===== src/rtl/mc_pkg.sv =====
// Shared encodings for the multi-cycle MIPS sequencer: ALU op codes, opcodes,
// functs, FSM states and the datapath select encodings.
package mc_pkg;

  localparam logic [5:0] ALUOP_ADD  = 6'b100000;
  localparam logic [5:0] ALUOP_ADDU = 6'b100001;
  localparam logic [5:0] ALUOP_SUB  = 6'b100010;
  localparam logic [5:0] ALUOP_SLT  = 6'b101010;
  localparam logic [5:0] ALUOP_SLTU = 6'b101011;
  localparam logic [5:0] ALUOP_LUI  = 6'b110000;
  localparam logic [5:0] ALUOP_ANDI = 6'b110100;
  localparam logic [5:0] ALUOP_ORI  = 6'b110101;
  localparam logic [5:0] ALUOP_XORI = 6'b110110;

  localparam logic [5:0] OP_RTYPE = 6'b000000;
  localparam logic [5:0] OP_J     = 6'b000010;
  localparam logic [5:0] OP_JAL   = 6'b000011;
  localparam logic [5:0] OP_BEQ   = 6'b000100;
  localparam logic [5:0] OP_BNE   = 6'b000101;
  localparam logic [5:0] OP_ADDI  = 6'b001000;
  localparam logic [5:0] OP_ADDIU = 6'b001001;
  localparam logic [5:0] OP_SLTI  = 6'b001010;
  localparam logic [5:0] OP_SLTIU = 6'b001011;
  localparam logic [5:0] OP_ANDI  = 6'b001100;
  localparam logic [5:0] OP_ORI   = 6'b001101;
  localparam logic [5:0] OP_XORI  = 6'b001110;
  localparam logic [5:0] OP_LUI   = 6'b001111;
  localparam logic [5:0] OP_LW    = 6'b100011;
  localparam logic [5:0] OP_SW    = 6'b101011;

  localparam logic [5:0] FUNCT_SLL  = 6'b000000;
  localparam logic [5:0] FUNCT_SRL  = 6'b000010;
  localparam logic [5:0] FUNCT_SRA  = 6'b000011;
  localparam logic [5:0] FUNCT_SLLV = 6'b000100;
  localparam logic [5:0] FUNCT_SRLV = 6'b000110;
  localparam logic [5:0] FUNCT_SRAV = 6'b000111;
  localparam logic [5:0] FUNCT_JR   = 6'b001000;

  localparam logic [1:0] PCSRC_ALU    = 2'd0;
  localparam logic [1:0] PCSRC_ALUOUT = 2'd1;
  localparam logic [1:0] PCSRC_JUMP   = 2'd2;
  localparam logic [1:0] PCSRC_RS     = 2'd3;

  localparam logic [1:0] SRCA_PC    = 2'd0;
  localparam logic [1:0] SRCA_RS    = 2'd1;
  localparam logic [1:0] SRCA_SHAMT = 2'd2;

  localparam logic [1:0] SRCB_RT    = 2'd0;
  localparam logic [1:0] SRCB_FOUR  = 2'd1;
  localparam logic [1:0] SRCB_IMM   = 2'd2;
  localparam logic [1:0] SRCB_IMMSH = 2'd3;

  localparam logic [1:0] DST_RT = 2'd0;
  localparam logic [1:0] DST_RD = 2'd1;
  localparam logic [1:0] DST_RA = 2'd2;

  localparam logic [1:0] WB_ALU = 2'd0;
  localparam logic [1:0] WB_MDR = 2'd1;
  localparam logic [1:0] WB_PC  = 2'd2;

  typedef enum logic [2:0] {
    ST_IF, ST_ID, ST_EX, ST_MEM, ST_WB, ST_ERR
  } state_e;

  typedef enum logic [3:0] {
    CL_R, CL_J, CL_JAL, CL_JR, CL_BEQ, CL_BNE, CL_IMM, CL_LW, CL_SW
  } cls_e;

  // EX-stage ALU setup travels with the class so the FSM never re-decodes.
  typedef struct packed {
    cls_e       cls;
    logic       legal;
    logic [5:0] alu_op;
    logic [1:0] src_a;
    logic [1:0] src_b;
    logic       ext_sign;
  } dec_t;

  function automatic logic funct_legal(input logic [5:0] f);
    case (f)
      6'b100000, 6'b100001, 6'b100010, 6'b100011,
      6'b100100, 6'b100101, 6'b100110, 6'b100111,
      6'b101010, 6'b101011,
      FUNCT_SLL, FUNCT_SRL, FUNCT_SRA,
      FUNCT_SLLV, FUNCT_SRLV, FUNCT_SRAV, FUNCT_JR: return 1'b1;
      default: return 1'b0;
    endcase
  endfunction

endpackage


===== src/rtl/mc_control_fsm_decode.sv =====
// Combinational opcode/funct decoder: instruction class, legality and the
// ALU setup used in EX.
module mc_decode
  import mc_pkg::*;
(
  input  logic [5:0] opcode_i,
  input  logic [5:0] funct_i,
  output dec_t       dec_o
);

  always_comb begin
    dec_o          = '0;
    dec_o.cls      = CL_IMM;
    dec_o.legal    = 1'b1;
    dec_o.alu_op   = ALUOP_ADD;
    dec_o.src_a    = SRCA_RS;
    dec_o.src_b    = SRCB_IMM;
    dec_o.ext_sign = 1'b1;
    case (opcode_i)
      OP_RTYPE: begin
        dec_o.cls      = (funct_i == FUNCT_JR) ? CL_JR : CL_R;
        dec_o.legal    = funct_legal(funct_i);
        dec_o.alu_op   = funct_i;
        dec_o.src_b    = SRCB_RT;
        dec_o.ext_sign = 1'b0;
        // Constant shifts take the shift amount on A instead of rs.
        if (funct_i == FUNCT_SLL || funct_i == FUNCT_SRL || funct_i == FUNCT_SRA)
          dec_o.src_a = SRCA_SHAMT;
      end
      OP_J:     dec_o.cls = CL_J;
      OP_JAL:   dec_o.cls = CL_JAL;
      OP_BEQ, OP_BNE: begin
        dec_o.cls    = (opcode_i == OP_BEQ) ? CL_BEQ : CL_BNE;
        dec_o.alu_op = ALUOP_SUB;
        dec_o.src_b  = SRCB_RT;
      end
      OP_ADDI:  dec_o.alu_op = ALUOP_ADD;
      OP_ADDIU: dec_o.alu_op = ALUOP_ADDU;
      OP_SLTI:  dec_o.alu_op = ALUOP_SLT;
      OP_SLTIU: dec_o.alu_op = ALUOP_SLTU;
      OP_ANDI:  begin dec_o.alu_op = ALUOP_ANDI; dec_o.ext_sign = 1'b0; end
      OP_ORI:   begin dec_o.alu_op = ALUOP_ORI;  dec_o.ext_sign = 1'b0; end
      OP_XORI:  begin dec_o.alu_op = ALUOP_XORI; dec_o.ext_sign = 1'b0; end
      OP_LUI:   begin dec_o.alu_op = ALUOP_LUI;  dec_o.ext_sign = 1'b0; end
      OP_LW:    dec_o.cls = CL_LW;
      OP_SW:    dec_o.cls = CL_SW;
      default:  dec_o.legal = 1'b0;
    endcase
  end

endmodule


===== src/rtl/mc_control_fsm.sv =====
// Multi-cycle MIPS sequencer: IF/ID/EX/MEM/WB/ERR state machine driving the
// shared ALU, operand selects and every write enable.
module mc_control_fsm
  import mc_pkg::*;
(
  input  logic       clk,
  input  logic       rst_n,
  input  logic [5:0] opcode,
  input  logic [5:0] funct,
  input  logic       eq,
  input  logic       mem_ready,
  output logic       mem_req,
  output logic       mem_we,
  output logic       ir_we,
  output logic       pc_we,
  output logic [1:0] pc_src,
  output logic [5:0] alu_op,
  output logic [1:0] alu_src_a,
  output logic [1:0] alu_src_b,
  output logic       ext_sign,
  output logic       reg_we,
  output logic [1:0] reg_dst,
  output logic [1:0] wb_sel,
  output logic       instr_done,
  output logic       illegal
);

  state_e state_q, state_d;
  logic   illegal_q;
  dec_t   dec;

  mc_decode u_dec (
    .opcode_i (opcode),
    .funct_i  (funct),
    .dec_o    (dec)
  );

  always_comb begin
    state_d    = state_q;
    mem_req    = 1'b0;
    mem_we     = 1'b0;
    ir_we      = 1'b0;
    pc_we      = 1'b0;
    pc_src     = PCSRC_ALU;
    alu_op     = ALUOP_ADD;
    alu_src_a  = SRCA_PC;
    alu_src_b  = SRCB_FOUR;
    ext_sign   = 1'b0;
    reg_we     = 1'b0;
    reg_dst    = DST_RT;
    wb_sel     = WB_ALU;
    instr_done = 1'b0;
    case (state_q)
      ST_IF: begin
        mem_req = 1'b1;
        if (mem_ready) begin
          ir_we   = 1'b1;
          pc_we   = 1'b1;
          state_d = ST_ID;
        end
      end
      ST_ID: begin
        alu_src_b = SRCB_IMMSH;
        ext_sign  = 1'b1;
        if (!dec.legal) state_d = ST_ERR;
        else begin
          case (dec.cls)
            CL_J, CL_JAL: begin
              pc_we      = 1'b1;
              pc_src     = PCSRC_JUMP;
              instr_done = 1'b1;
              state_d    = ST_IF;
              if (dec.cls == CL_JAL) begin
                reg_we  = 1'b1;
                reg_dst = DST_RA;
                wb_sel  = WB_PC;
              end
            end
            CL_JR: begin
              pc_we      = 1'b1;
              pc_src     = PCSRC_RS;
              instr_done = 1'b1;
              state_d    = ST_IF;
            end
            default: state_d = ST_EX;
          endcase
        end
      end
      ST_EX: begin
        alu_op    = dec.alu_op;
        alu_src_a = dec.src_a;
        alu_src_b = dec.src_b;
        ext_sign  = dec.ext_sign;
        case (dec.cls)
          CL_BEQ, CL_BNE: begin
            // Target was parked in ALUOut during ID.
            pc_we      = (dec.cls == CL_BEQ) ? eq : !eq;
            pc_src     = PCSRC_ALUOUT;
            instr_done = 1'b1;
            state_d    = ST_IF;
          end
          CL_LW, CL_SW: state_d = ST_MEM;
          default:      state_d = ST_WB;
        endcase
      end
      ST_MEM: begin
        mem_req = 1'b1;
        mem_we  = (dec.cls == CL_SW) && mem_ready;
        if (mem_ready) begin
          if (dec.cls == CL_SW) begin
            instr_done = 1'b1;
            state_d    = ST_IF;
          end else state_d = ST_WB;
        end
      end
      ST_WB: begin
        reg_we     = 1'b1;
        reg_dst    = (dec.cls == CL_R) ? DST_RD : DST_RT;
        wb_sel     = (dec.cls == CL_LW) ? WB_MDR : WB_ALU;
        instr_done = 1'b1;
        state_d    = ST_IF;
      end
      ST_ERR:  state_d = ST_ERR;
      default: state_d = ST_ERR;
    endcase
    // Nothing may write while reset is held, even mid-instruction.
    if (!rst_n) begin
      mem_req    = 1'b0;
      mem_we     = 1'b0;
      ir_we      = 1'b0;
      pc_we      = 1'b0;
      reg_we     = 1'b0;
      instr_done = 1'b0;
    end
  end

  always_ff @(posedge clk or negedge rst_n) begin
    if (!rst_n) begin
      state_q   <= ST_IF;
      illegal_q <= 1'b0;
    end else begin
      state_q   <= state_d;
      illegal_q <= illegal_q | (state_d == ST_ERR);
    end
  end

  assign illegal = illegal_q;

endmodule

===== config.mk =====
export PLATFORM = sky130hd
export DESIGN_NAME = mc_control_fsm
export DESIGN_NICKNAME = d
export VERILOG_FILES = /design/src/rtl/mc_pkg.sv /design/src/rtl/mc_control_fsm_decode.sv /design/src/rtl/mc_control_fsm.sv
export SDC_FILE = /design/constraint.sdc
export NUM_CORES = 1
export LEC_CHECK = 0
export BUFFER_PORTS_ARGS = -buffer_cell sky130_fd_sc_hd__buf_2
export CORE_AREA = 8 8 59 61
export DETAILED_ROUTE_END_ITERATION = 10
export DIE_AREA = 0 0 67 69
export GPL_ROUTABILITY_DRIVEN = 0
export GPL_TIMING_DRIVEN = 1
export PLACE_DENSITY = 0.68
export SLEW_MARGIN = 0
export SYNTH_ARGS = -nofsm -noshare
export SYNTH_HDL_FRONTEND = slang
export SYNTH_HIERARCHICAL = 1
export SYNTH_SLANG_ARGS = --single-unit

===== constraint.sdc =====
create_clock -name clk -period 4.1 [get_ports clk]
set_clock_uncertainty 0.2 [all_clocks]
set_input_delay 0.205 -clock clk [delete_from_list [all_inputs] [get_ports clk]]
set_output_delay 0.205 -clock clk [all_outputs]
set_load 0.02 [all_outputs]

==> run metrics, run 1 <==
final WL=~2.9 mm; unrepaired setup endpoints after global routing=false; Synth Instances=roughly 150; grt ovf=0; die span in y=69 µm; Leak=0.516 nW; YS warnings=6; CTS H-tree lvls=1; Crit Path Max Fanout=15; Port Buffers=39; area fraction of the dominant cell type after synthesis=10.0%; post-CTS setup buffer count=0; wire length per cell=13.8 µm; CTS resizes=0; dpl cells=206; pwr/cell area=115 mW/mm²; VDD IR max=approximately 0.00016 V; cell taking the most area after synthesis=dfrtp_1; ant diodes=0; Post-Layout Cell Count=210; TritonCTS Buffers=3; Min-Delay Path Class=primary input to async pin; detailed-route via count=~1200; max cap viols=0; layout cells sized above 1=30.2%; Mapped Avg Cell Area=6.70 µm²; DRT Pass-1 Iters=4; NumNets Final=roughly 200; Crit path required time=between 3000 and 4000 ps; fin crit share=70.6%; Post-DP HPWL=2.24 mm; synth top area cells=dfrtp_1, nand2_1, and2_1, nand2b_1, nor2_1; clk_lat worst skew=230 ps; Row Count=19; Mapped Nets=roughly 170; CTS tree=yes; Worst Setup End Kind=primary output; setup TNS=0 ps; pin slew with the least headroom to its limit=724 ps; Synth cell types=51; minimum clock period=slightly below 3000 ps; ys async rst share=100%; CP arrival=2490 ps; Post-Syn Area=998 µm²; vias in the first global route=1107; CP Launch Type=primary input; synthesized flop and latch total=4; proportion of synthesized chip area in sequential cells=10.0%; DR iter-0 viols=113; initial antenna violation count=0; Via-to-Cell Ratio=approximately 5.7; first-pass GRT wire length=about 4.9 mm; DIE AREA=0.00462 mm²; Post-synth EDFFs=0; Clock Path Buffers=2; drt drc=0; io pins=40; setup violators final=0; gr usage total=12.1%; Initial Utilization=38.2%; Synth Flop Type=dfrtp_1; Clock transition at path regs=around 30 ps; die width=roughly 67 µm; area growth from synthesis to layout=20.1%; max-slew violations=0; Final Hold Violating Endpoints=0; Crit Path Class=primary input to primary output; max_slew headroom=51.3%; Final ANT Viol Nets=0; FMAX=roughly 350 MHz; largest net degree at the start of global routing=20; clk sinks=4; Core Region=0.00262 mm²; status=finished clean; root buf cell=clkbuf_4
power by group:
group | internal (mW) | switching [mW]
logic | 0.0201 | 0.0317
registers | 0.0397 | 0.000000000711
clock network | 0.0326 | 0.0136
through the flow:
step / worst slack, ps / util (%) / instance area [µm²] / hold slack (ps) / power, mW
2_1_floorplan: 1340 / - / 998 / -291 / 0.0758
3_3_place_gp: 1300 / 44.6 / 1170 / -161 / 0.0893
3_5_place_dp: 1230 / 44.6 / 1170 / -160 / 0.0906
4_1_cts: 1220 / 45.8 / 1200 / 129 / 0.140
5_1_grt: 1030 / 45.8 / 1200 / 143 / 0.149
6_report: 1210 / 45.8 / 1200 / 139 / 0.138
sequential cells by signal, summed over array words and instances, names as in the netlist:
register  flops
state_q       3
illegal       1
timing repair:
item                                    4_1_cts  5_1_grt
hold endpoints to repair                      4        0
endpoints found under the setup margin        0        0
hold buffers                                  1        0
cell usage in the layout, fill, tap and decap left out, types with 2 or more instances in the layout:
cell type	n
a32oi_1	2
nand4_1	4
and2_1	8
o21ai_0	7
o31ai_1	2
a32o_1	2
nor2_1	13
a21oi_1	8
nor4_1	3
nor3_1	6
nand2b_1	8
o22ai_1	2
nand3_1	2
clkbuf_4	3
nor2b_1	3
or4b_4	2
dfrtp_1	4
nand2_1	16
a221oi_1	2
inv_1	7
buf_2	39
nand4b_1	3
nor3b_1	5
or2_2	2
cell type report:
type / count / area (µm²)
multi-input combinational: 124 / 798
clock buffer: 3 / 22.5
fill: 261 / 1420
tap: 31 / 38.8
timing repair buffer: 41 / 213
sequential: 4 / 100
inverter: 7 / 26.3
path summary, 6_finish.rpt:
path	start	endpoint	slack, ps	cells past startpoint
max reg2reg	state_q[1]	state_q[2]	2260	4
max in group asynchronous	rst_n	state_q[2]	3410	2
min	rst_n	state_q[0]	140	2
min in group clk	mem_ready	state_q[2]	210	3
max	opcode[5]	pc_we	1210	9
min reg2reg	illegal	illegal	250	1
synth_stat cells, types with 2 or more instances:
cell type / instances
or4b_4: 2
clkbuf_1: 6
a21oi_1: 8
nand2_1: 16
nor2b_1: 3
inv_1: 7
nor3b_1: 5
nand3_1: 2
a32oi_1: 2
buf_4: 2
o31ai_1: 2
buf_2: 4
nand2b_1: 8
o22ai_1: 2
a221oi_1: 2
nor4_1: 3
o21ai_0: 7
dfrtp_1: 4
a32o_1: 2
and2_1: 8
or2_2: 2
nor3_1: 6
nand4b_1: 3
nor2_1: 13
nand4_1: 4
cells by family after synthesis:
group	synth area share, %
AOI/OAI and AO/OA	28.9
xor gates and xnor gates	0.877
buffers and inverters	10.0
DFF	10.0
muxes	1.00
other	0.376
and+or+nand+nor	48.8
worst max-delay path: stages:
cell and delay (ps):
buf_2 190, or3_4 400, a21oi_2 120, a21oi_1 50
or3b_1 490, nor3b_1 370, a32oi_1 150, a221oi_1 290
buf_2 210
per-layer routing:
layer  global-route usage (%)  vias up  wire [µm]
li1                         -      608          -
met2                     18.7       53       1340
met3                     3.07        0        313
met4                     3.02        0          0
met1                     16.1      537       1250
met5                        0        -          0
Power figures use the tool's default switching activity.
==> inputs of run 2 (changes only) <==
--- a/config.mk
+++ b/config.mk
@@ -11,7 +11,7 @@
 export DIE_AREA = 0 0 67 69
 export GPL_ROUTABILITY_DRIVEN = 0
 export GPL_TIMING_DRIVEN = 1
-export PLACE_DENSITY = 0.68
+export PLACE_DENSITY = 0.7
 export SLEW_MARGIN = 0
 export SYNTH_ARGS = -nofsm -noshare
 export SYNTH_HDL_FRONTEND = slang
==> constraint.sdc (replaced) <==
create_clock -name clk -period 2.41 [get_ports clk]
set_clock_uncertainty 0.2 [all_clocks]
set_input_delay 0.1205 -clock clk [delete_from_list [all_inputs] [get_ports clk]]
set_output_delay 0.1205 -clock clk [all_outputs]
set_load 0.02 [all_outputs]
==> run 2 against run 1 <==
  * Global-route usage increased by 2.0 points
  * Final area increased by 20%
  * Total power increased by 91%
  * Count of clock-buffer cells in the layout unchanged
  * Critical endpoint is now instr_done
  * Via count increased by 8.3%
  * Sequential power increased by 70%
  * Setup slack got worse by 1200 ps
  * Routed wire length increased by 16%
  * Combinational power increased by 120%
  * Die area unchanged
==> run metrics, run 2 (synthesis results as in run 1) <==
status=finished clean; drt drc=0; Worst Reg-to-Reg Cells=4; Via-to-Cell Ratio=5.62; Hold WS=63.0 ps; wire length per cell=14.6 µm; layout cells sized above 1=42.0%; clk_lat worst skew=230 ps; Final Hold Violating Endpoints=0; CP Launch Type=primary input; CTS H-tree lvls=1; clk sinks=4; die span in y=69 µm; Crit path required time=2090 ps; fin crit share=99.4%; initial antenna violation count=0; Most Crowded Layer GR=met2; Sequential Power Share=25.7%; Power Total=approximately 0.26 mW; internal power=about 0.18 mW; io pins=40; vias in the first global route=1278; most frequent cells in the layout=buf_2, buf_4, nand2_1; Clk network pwr share=30.1%; Initial Utilization=between 30% and 40%; pwr/cell area=183 mW/mm²; Crit-path slowest cell=or3b_4; crit-path cells=buf_8 > or3_4 > a21oi_2 > a21oi_2 > or3b_4 > or2_4 > a32o_1 > a22o_1 > buf_6; grt ovf=0; CP Buf/Inv Count=2; setup violators final=0; Row Count=19; DR iter-0 viols=87; met3 usage in global routing=3.72%; die width=about 67 µm; Setup WS post-layout=15.3 ps; NumNets Final=around 220; unrepaired setup endpoints after global routing=true; Leak=approximately 0.63 nW; final WL=3.37 mm; FMAX=418 MHz; Crit path max-delay family=simple AND/OR/NAND/NOR gates; DIE AREA=between 0.004 and 0.005 mm²; setup TNS=0 ps; CP arrival=2070 ps; Min-Delay Path Class=primary input to async pin; largest net degree at the start of global routing=17; Top cell by count, worst path=a21oi_2; Worst R2R Setup Slack=~600 ps; met1 Track Usage GR=16.1%; max cap viols=0; dpl cells=226; gr usage total=roughly 14%; Placed Instance Area=approximately 0.0013 mm²; Setup Slack @ Placement=-95.3 ps; combinational power share=between 40 and 50%; first-pass GRT wire length=5.60 mm; Post-Layout Cell Count=roughly 230; ant diodes=0; Post-DP HPWL=2.62 mm; CTS tree=yes; Clock transition at path regs=40 ps; DRT Pass-1 Iters=4; minimum clock period=between 2000 and 2500 ps; Crit Path Class=primary input to primary output; root buf cell=clkbuf_4; detailed-route via count=1298; Clock Path Buffers=2; Critical Path Max Stage Delay=410 ps; largest reg by FF count=state_q; Core Region=0.00262 mm²; TritonCTS Buffers=3; Net Switching=approximately 0.085 mW; sw frac=between 30% and 40%; Final ANT Viol Nets=0; Worst Setup End Kind=primary output; post-route cell area=approximately 0.0014 mm²; max-slew violations=0; reg2reg start=state_q[1]; post-layout util=a little under three fifths; r2r endpoint=state_q[2]; commonest non-fill, non-tap cell in the layout=buf_2; area growth from synthesis to layout=44.2%; number of flip-flops in the largest register=3; VDD IR max=about 0.00022 V; Crit Path Max Fanout=5; M2 GR Usage=between 20 and 30%; Port Buffers=39
[run 2: cell count changes in the layout (fill, tap and decap cells not counted), moves of 2 or more]
cell    delta
nor3_2     +2
buf_6      +2
buf_4     +23
nor3_1     -2
nor4_1     -2
buf_2      -5
[run 2: timing repair]
action                                  4_1_cts  5_1_grt
endpoints found under the setup margin        5       10
buffers inserted                              1        0
hold endpoints to repair                      4        0
gates resized for setup                      10        7
pin swaps                                     5        2
hold buffers                                  1        0
[run 2: routing by layer]
metal | routed length [µm] | vias to the layer above
li1 | - | 649
met1 | 1380 | 599
met2 | 1680 | 50
met3 | 303 | 0
met4 | 0 | 0
met5 | 0 | -
[run 2: how the worst max path moves through the flow]
stage	startpoint	endpoint	slack, ps	depth (start not counted)
3_3_place_gp	opcode[0]	instr_done	-50	9
2_1_floorplan	opcode[0]	mem_we	-20	7
6_report	opcode[5]	instr_done	20	9
5_1_grt	opcode[0]	reg_we	-50	9
3_5_place_dp	opcode[0]	instr_done	-100	9
4_1_cts	opcode[5]	mem_we	-3	8
[run 2: worst register-to-register path: stages (launching register included)]
cell and delay, ps:
dfrtp_1 580, nor3b_1 300, buf_4 220, inv_1 40, o311ai_0 330
[run 2: final cells by class]
cell class | count | area (µm²)
clock buffer | 3 | 22.5
fill | 262 | 1170
inverter | 7 | 26.3
multi-input combinational | 124 | 855
sequential | 4 | 100
tap | 31 | 38.8
timing repair buffer | 62 | 398
[run 2: power by group through the flow]
| stage | logic (mW) | clock network [mW] | registers, mW |
|---|---|---|---|
| 2_1_floorplan | 0.0608 | 0 | 0.0684 |
| 3_3_place_gp | 0.102 | 0 | 0.0684 |
| 3_5_place_dp | 0.106 | 0 | 0.0684 |
| 4_1_cts | 0.113 | 0.0839 | 0.0675 |
| 5_1_grt | 0.127 | 0.0899 | 0.0675 |
| 6_report | 0.116 | 0.0791 | 0.0676 |
